`config.mk`:
```
export PLATFORM = sky130hd
export DESIGN_NAME = dcache_mem_ctrl
export DESIGN_NICKNAME = d
export VERILOG_FILES = /design/src/rtl/dcache_mem_ctrl.sv
export SDC_FILE = /design/constraint.sdc
export NUM_CORES = 2
export LEC_CHECK = 0
export BUFFER_PORTS_ARGS = -buffer_cell sky130_fd_sc_hd__buf_2
export CAP_MARGIN = 20
export CORE_AREA = 5 5 521 523
export DETAILED_ROUTE_END_ITERATION = 6
export DIE_AREA = 0 0 526 528
export PLACE_DENSITY = 0.37
export SLEW_MARGIN = 10
export SYNTH_ARGS = -nofsm -noshare
export SYNTH_HDL_FRONTEND = slang
export SYNTH_SLANG_ARGS = --single-unit
```
`constraint.sdc`:
```
create_clock -name i_clk -period 2.6 [get_ports i_clk]
set_input_delay 0.13 -clock i_clk [delete_from_list [all_inputs] [get_ports i_clk]]
set_output_delay 0.13 -clock i_clk [all_outputs]
set_load 0.005 [all_outputs]
```
`src/rtl/dcache_mem_ctrl.sv`:
```
// dcache miss handler: writes back a dirty victim line, then refills the missing line as a 64-bit beat burst.
// Define DCACHE_MEM_CTRL_PERF_EN to add the saturating miss and write-back counters (o_miss_cnt, o_wb_cnt).
module dcache_mem_ctrl #(
  parameter int ADDR_WIDTH = 64,
  parameter int DATA_WIDTH = 64,
  parameter int SET_WIDTH  = 512
) (
  input  logic                  i_clk,
  input  logic                  i_arst,
  input  logic                  i_miss,
  input  logic                  i_dirty,
  input  logic [ADDR_WIDTH-1:0] i_addr,
  input  logic [ADDR_WIDTH-1:0] i_addr_wb,
  input  logic [SET_WIDTH-1:0]  i_wb_block,
  output logic                  o_block_we,
  output logic [SET_WIDTH-1:0]  o_data_block,
  output logic                  o_busy,
  output logic                  o_done,
  output logic                  o_mem_req_valid,
  input  logic                  i_mem_req_ready,
  output logic                  o_mem_req_we,
  output logic [ADDR_WIDTH-1:0] o_mem_req_addr,
  output logic                  o_mem_wvalid,
  input  logic                  i_mem_wready,
  output logic [DATA_WIDTH-1:0] o_mem_wdata,
  input  logic                  i_mem_rvalid,
  input  logic [DATA_WIDTH-1:0] i_mem_rdata
`ifdef DCACHE_MEM_CTRL_PERF_EN
  ,
  output logic [31:0]           o_miss_cnt,
  output logic [31:0]           o_wb_cnt
`endif
);

  localparam int BEATS = SET_WIDTH / DATA_WIDTH;
  localparam int OFF   = $clog2(SET_WIDTH / 8);
  localparam int CW    = $clog2(BEATS);
  localparam logic [CW-1:0] LAST = CW'(BEATS - 1);

  typedef enum logic [2:0] {IDLE, WB_REQ, WB_DATA, RD_REQ, RD_DATA, FILL} state_t;

  state_t                state, next_state;
  logic [CW-1:0]         beat;
  logic [ADDR_WIDTH-1:0] miss_addr, wb_addr;
  logic [SET_WIDTH-1:0]  wb_line, buffer;
  logic                  skip_miss;
  logic                  miss_accept;
  logic                  addr_unused;

  // Only line-aligned addresses are ever issued, so the offset bits are dropped.
  assign addr_unused = ^{i_addr[OFF-1:0], i_addr_wb[OFF-1:0]};

  // The dcache still shows the old miss for one cycle after the refill lands.
  assign miss_accept = (state == IDLE) && i_miss && !skip_miss;

  always_ff @(posedge i_clk) begin
    if (i_arst) state <= IDLE;
    else        state <= next_state;
  end

  always_comb begin
    next_state = state;
    case (state)
      IDLE:    if (miss_accept) next_state = i_dirty ? WB_REQ : RD_REQ;
      WB_REQ:  if (i_mem_req_ready) next_state = WB_DATA;
      WB_DATA: if (i_mem_wready && beat == LAST) next_state = RD_REQ;
      RD_REQ:  if (i_mem_req_ready) next_state = RD_DATA;
      RD_DATA: if (i_mem_rvalid && beat == LAST) next_state = FILL;
      FILL:    next_state = IDLE;
      default: next_state = IDLE;
    endcase
  end

  always_ff @(posedge i_clk) begin
    if (i_arst) begin
      beat      <= '0;
      miss_addr <= '0;
      wb_addr   <= '0;
      wb_line   <= '0;
      buffer    <= '0;
      skip_miss <= 1'b0;
    end else begin
      skip_miss <= (state == FILL);
      if (miss_accept) begin
        miss_addr <= {i_addr[ADDR_WIDTH-1:OFF], {OFF{1'b0}}};
        wb_addr   <= {i_addr_wb[ADDR_WIDTH-1:OFF], {OFF{1'b0}}};
        wb_line   <= i_wb_block;
      end
      if ((state == WB_DATA && i_mem_wready) || (state == RD_DATA && i_mem_rvalid))
        beat <= (beat == LAST) ? '0 : beat + 1'b1;
      if (state == RD_DATA && i_mem_rvalid)
        buffer[int'(beat)*DATA_WIDTH +: DATA_WIDTH] <= i_mem_rdata;
    end
  end

  always_comb begin
    o_block_we      = 1'b0;
    o_done          = 1'b0;
    o_data_block    = '0;
    o_busy          = (state != IDLE);
    o_mem_req_valid = 1'b0;
    o_mem_req_we    = 1'b0;
    o_mem_req_addr  = '0;
    o_mem_wvalid    = 1'b0;
    o_mem_wdata     = '0;
    case (state)
      WB_REQ: begin
        o_mem_req_valid = 1'b1;
        o_mem_req_we    = 1'b1;
        o_mem_req_addr  = wb_addr;
      end
      WB_DATA: begin
        o_mem_wvalid = 1'b1;
        o_mem_wdata  = wb_line[int'(beat)*DATA_WIDTH +: DATA_WIDTH];
      end
      RD_REQ: begin
        o_mem_req_valid = 1'b1;
        o_mem_req_addr  = miss_addr;
      end
      FILL: begin
        o_block_we   = 1'b1;
        o_done       = 1'b1;
        o_data_block = buffer;
      end
      default: ;
    endcase
  end

`ifdef DCACHE_MEM_CTRL_PERF_EN
  always_ff @(posedge i_clk) begin
    if (i_arst) begin
      o_miss_cnt <= '0;
      o_wb_cnt   <= '0;
    end else begin
      if (miss_accept && o_miss_cnt != '1) o_miss_cnt <= o_miss_cnt + 32'd1;
      if (state == WB_REQ && i_mem_req_ready && o_wb_cnt != '1) o_wb_cnt <= o_wb_cnt + 32'd1;
    end
  end
`endif

endmodule

```
# Word-level counts from Yosys, hierarchy flattened

Cells that the tools add are included.

Output and inout bits: 646
Bits in latches: 0
Input port bits: 711
Bits in read-only memories: 0
Memories: 0
Flip-flop bits (word level): 1147
Word-level logic and storage cells: 51
Memory bits (writable): 0

Reduce and logical (&&, ||, !) cells: 12
Shifts and indexed selects: 3
Div/mod/pow operators: 0
Mux-type cells: 16
Magnitude comparators: 0
Eq/ne operators: 11
Multiply operators: 0
$add $sub $neg: 2
Bitwise logic cells: 0

Operators by type and width:

| cell                                                                      | count |
|---|---|
| 512-bit bitwise mux                                                       | 1 |
| 512-bit 2-to-1 mux                                                        | 1 |
| 64-bit by 33-bit variable shift with 512-bit output, first input constant | 1 |
| 512-bit by 10-bit indexed part select with 64-bit output                  | 1 |
| 64-bit by 33-bit indexed part select with 512-bit output                  | 1 |
| 64-bit one-hot mux with 2 select lines                                    | 1 |
| 64-bit 2-to-1 mux                                                         | 1 |
| 9-bit negation with 33-bit output                                         | 1 |
| 3-bit 2-to-1 mux                                                          | 6 |
| 3-bit one-hot mux with 5 select lines                                     | 1 |
| 2-bit != test, second input constant                                      | 5 |
| 3-bit equality test, second input constant                                | 3 |
| 3-bit by 2-bit equality test with 1-bit output, second input constant     | 2 |
| 1-bit logical AND                                                         | 6 |
| 5-bit AND reduction                                                       | 1 |
| 1-bit 2-to-1 mux                                                          | 4 |
| 3-bit by 1-bit adder with 3-bit output, second input constant             | 1 |
| 3-bit by 1-bit equality test with 1-bit output, second input constant     | 1 |
| 3-bit zero test                                                           | 1 |
| 3-bit nonzero test                                                        | 1 |
| 2-bit 2-to-1 mux                                                          | 1 |
| 2-bit OR reduction                                                        | 1 |
| 1-bit zero test                                                           | 1 |
| 1-bit logical OR                                                          | 1 |

# Longest topological paths before layout

Depth after elaboration: 5
Depth in mapped cells: 11
Gate-level depth less buffers: 6

# Worst setup path after synthesis

OpenSTA, ideal clock, no wires.

Kind: register to register
Start point: register beat[0]
End point: register buffer[10]
Setup time: 0.072 ns
Cell stages (with the launch flop): 12
Arrival time: 2.546 ns
Setup slack: -0.018 ns
Data required time: 2.528 ns
Path through: dfxtp_1 > buf_2 > buf_2 > buf_2 > inv_1 > ha_1 > ha_1 > nor4b_1 > and4_4 > buf_12 > buf_12 > mux2i_1

Cells in the longest elaborated chain, start to end: 3
Elaborated cells between the ends (all ways): 4
Those cells by class: add/sub (1); shift (2); mux (1)

Ends and longest elaborated chain:

| item                                                                                                                                   | RTL line | source |
|---|---|---|
| from (decl)                                                                                                                            | 43       | `logic [CW-1:0] beat;` |
| from (signal assigned)                                                                                                                 | 90       | `beat <= (beat == LAST) ? '0 : beat + 1'b1;` |
| 9-bit negation with 33-bit output *                                                                                                    | 92       | `buffer[int'(beat)*DATA_WIDTH +: DATA_WIDTH] <= i_mem_rdata;` |
| 64-bit by 33-bit indexed part select with 512-bit output / 64-bit by 33-bit variable shift with 512-bit output (equally long branches) | 92       |  |
| 512-bit bitwise mux *                                                                                                                  | 92       |  |
| to (signal, indexed assignment)                                                                                                        | 92       |  |
| to (decl)                                                                                                                              | 45       | `logic [SET_WIDTH-1:0] wb_line, buffer;` |

Mark *: on every way between the ends. The rest lies on a longest branch, timed or not.
A chain may end at the register's enable or synchronous reset.

# Final worst setup path

Start point: register beat[1]
End point: output port o_mem_wdata[8]

Cells in the longest elaborated chain, start to end: 2

Ends and longest elaborated chain:

| item                                                     | RTL line | source |
|---|---|---|
| 512-bit by 10-bit indexed part select with 64-bit output | 114      | `o_mem_wdata = wb_line[int'(beat)*DATA_WIDTH +: DATA_WIDTH];` |
| 64-bit 2-to-1 mux                                        | 106      | `case (state)` |
| to (decl)                                                | 25       | `output logic [DATA_WIDTH-1:0] o_mem_wdata,` |

Every way passes these cells.

==> impl_metrics.tcl <==
set metrics [dict create \
    synth-xor-area-share_pct 0 \
    most-common-layout-cells "buf_2 (1286), dfxtp_1 (1142), dlygate4sd3_1 (726), nand3_1 (630), a21oi_1 (629)" \
    final_cell_area_mm2 0.0779 \
    antenna_found_initial 52 \
    overflow 0 \
    ys_types 41 \
    muxShareOfSynthArea_pct 16.4 \
    period_share_pct 112 \
    total_power_mw 52.8 \
    htree_num_levels 4 \
    powerDensity_mw_per_mm2 678 \
    yosys-top-cells-area "dfxtp_1 (44%), mux2i_1 (11%), nand2b_1 (6.9%), and2_1 (6.1%), nand3_1 (6.0%)" \
    io_pins 1357 \
    portBuffers 1338 \
    rsz0062_at_grt "yes" \
    dieArea_mm2 0.278 \
    violations "negative setup slack" \
    crit_required_ps 2470 \
    vias 50819 \
    clock_skew_ps 59.3 \
    drt_first_iter_violations 3427 \
    cpPeakStageDelay_ps 430 \
    tightest_slew_ps 971 \
    die_x_um 526 \
    grt_pass1_wl_mm 390 \
    fmax_mhz 344 \
    first_global_vias 51971 \
    core_mm2 0.266 \
    cts_buffer_depth 3 \
    yosys.area_share.adder_pct 0.119 \
    drv_cap 0 \
    routedWlPerCell_um 24.7 \
    cts_tree "built" \
    criticalPathCategory "flip-flop to output port" \
    finalWirelength_mm 280 \
    synthToLayoutAreaGrowth_pct 48.5 \
    leakagePower_nw 33.0 \
    path_cells "buf_16, buf_16, mux4_2, a22o_1, buf_2" \
    crit_path_frequent_cell "buf_16" \
    crit_fanout 45 \
    clk_latency_ps 810 \
    cts.clk_slew.worst_paths_ps 60 \
    clock_sinks 1147 \
    synth_warnings 0 \
    worst_slack_ps -311 \
    synth_top_family_by_area "simple AND/OR/NAND/NOR gates" \
    avgSynthCellArea_um2 9.14 \
    ys_seq_area_share_pct 43.8 \
    postLayoutCoreUtil_pct 29.2 \
    nets 8343 \
    drc 0 \
    netlist_instances 5742 \
    crit_arrival_ps 2780 \
    synth_top_cell_by_area "dfxtp_1" \
    drive_above_1_share_pct 27.2 \
    status "complete, but fails checks" \
    fillCellCount 28482 \
    dr.pass1.iters 6 \
    hold_path.class "input port to flip-flop" \
    post-dp-hpwl_mm 202 \
    ys_ff_latch 1147 \
    grt_start_max_net_pins 182 \
    period_needed_ps 2910 \
    slowest_stage "mux4_2" \
    rows 190 \
    placed_area_mm2 0.0631 \
    gp_congestion 0.844 \
    vias_per_cell 4.49 \
    numCtsBuffers 147 \
    yosys.area_share.simple_pct 20.9 \
    die_h_um 528 \
    end_kind "output port" \
    start_util_pct 19.7 \
    peakVddDrop_v 0.000610 \
    maxSlewHeadroom_pct 35.2 \
    start_kind "flip-flop" \
    syn-cell-area_mm2 0.0525 \
    detail-route-antenna-nets 0 \
    setup-violations-final 64 \
    layout_commonest_cell "buf_2" \
    synth.top_cell.area_share_pct 43.8 \
    dp_slack_ps 200 \
    finalHoldViolCount 0 \
    synth_compound_gate_area_share_pct 13.2 \
    ctsRootBufferMaster "clkbuf_16" \
    grt_util_all_layers_pct 19.1 \
    slew_viol_final 0 \
]
## sequential cells by signal, indices dropped and copies added (netlist names)
signal,count
buffer,512
wb_line,512
miss_addr,58
wb_addr,58
beat,3
state,3
skip_miss,1
## cell usage after synthesis
master,count
or2_2,1
nand3b_1,2
nand2_1,126
inv_2,1
o32ai_1,1
nor4b_1,1
nor2b_1,5
buf_12,7
mux4_2,128
conb_1,1
o21ai_0,40
ha_1,5
buf_6,43
and2_1,515
o221ai_1,1
a21bo_2,1
inv_1,6
nand4_1,4
mux2_2,1
clkbuf_2,1
mux2i_1,572
nor3_1,1
buf_4,24
a22o_1,64
nor3_4,2
and3_1,3
a32oi_1,2
clkbuf_1,426
a21oi_1,629
nand2b_1,582
and4_4,1
nor2_1,66
nor3b_1,2
nand3_1,633
dfxtp_1,1147
nor4bb_1,1
a2111oi_0,1
buf_1,7
o21ai_1,589
or3b_2,1
buf_2,99
## worst max-delay path: cells and delay by family (launching register included)
kind            cells  cell delay, ps
mux                 1             430
flops               1             370
compound gates      1             270
buf+inv             3             650
## final cells by class
type	instances	area (um2)	share of cell area, %
diodes	27	67.6	0.0868
clock buffers	211	4380	5.62
clock inverters	52	767	0.985
inverters	7	38.8	0.0498
multi-input cells	3986	27000	34.7
flip-flops and latches	1147	23000	29.5
well taps	3552	4440	5.71
repair buffers	2338	18200	23.3
## cell families (layout without fill, tap and decap cells)
| kind of cell | Yosys count | in the layout |
|---|---|---|
| AOI/OAI and AO/OA | 1328 | 1328 |
| and+or+nand+nor | 1946 | 1946 |
| other | 1 | 33 |
| buffers and inverters | 614 | 2608 |
| muxes | 701 | 701 |
| adders and majority gates | 5 | 5 |
| DFF | 1147 | 1147 |
## power breakdown
| group | internal [mW] | switching, mW |
|---|---|---|
| sequential | 18.8 | 0.694 |
| clock | 12.6 | 8.93 |
| combinational | 4.63 | 7.17 |
| total | 36.0 | 16.8 |
## stage by stage
step | hold slack (ps) | std cells | setup TNS, ps
finish | 133 | 11320 | -14630
global route | 75.5 | 11313 | -21080
CTS | 14.3 | 11278 | -22860
detailed placement | 390 | 10223 | 0
global placement | 386 | 10223 | 0
floorplan | 251 | 5747 | 0
## what timing repair did
action / CTS / global route
resized for setup: 213 / 49
hold endpoints to repair: 1143 / 0
gates cloned: 24 / 6
setup endpoints to repair: 560 / 234
hold buffers: 726 / 0
buffers inserted: 43 / 17
pin swaps: 32 / 26
## worst paths after layout
check	from	end	slack, ps	cells past startpoint
worst max-delay path	beat[1]	o_mem_wdata[8]	-310	5
worst min-delay path	i_miss	wb_line[6]	130	6
worst max register to register	beat[0]	buffer[265]	130	10
worst min register to register	buffer[87]	buffer[87]	470	2
## metal layers
| metal | GRT usage, % | part of all wire (%) | vias up |
|---|---|---|---|
| met2 | 33.2 | 49 | 1640 |
| met4 | 5.26 | 2.8 | 16 |
| met3 | 3.33 | 5.2 | 324 |
| met1 | 24.3 | 43 | 25050 |
| met5 | 0 | 0.038 | - |
| li1 | - | - | 23789 |
Power figures use the tool's default switching activity.
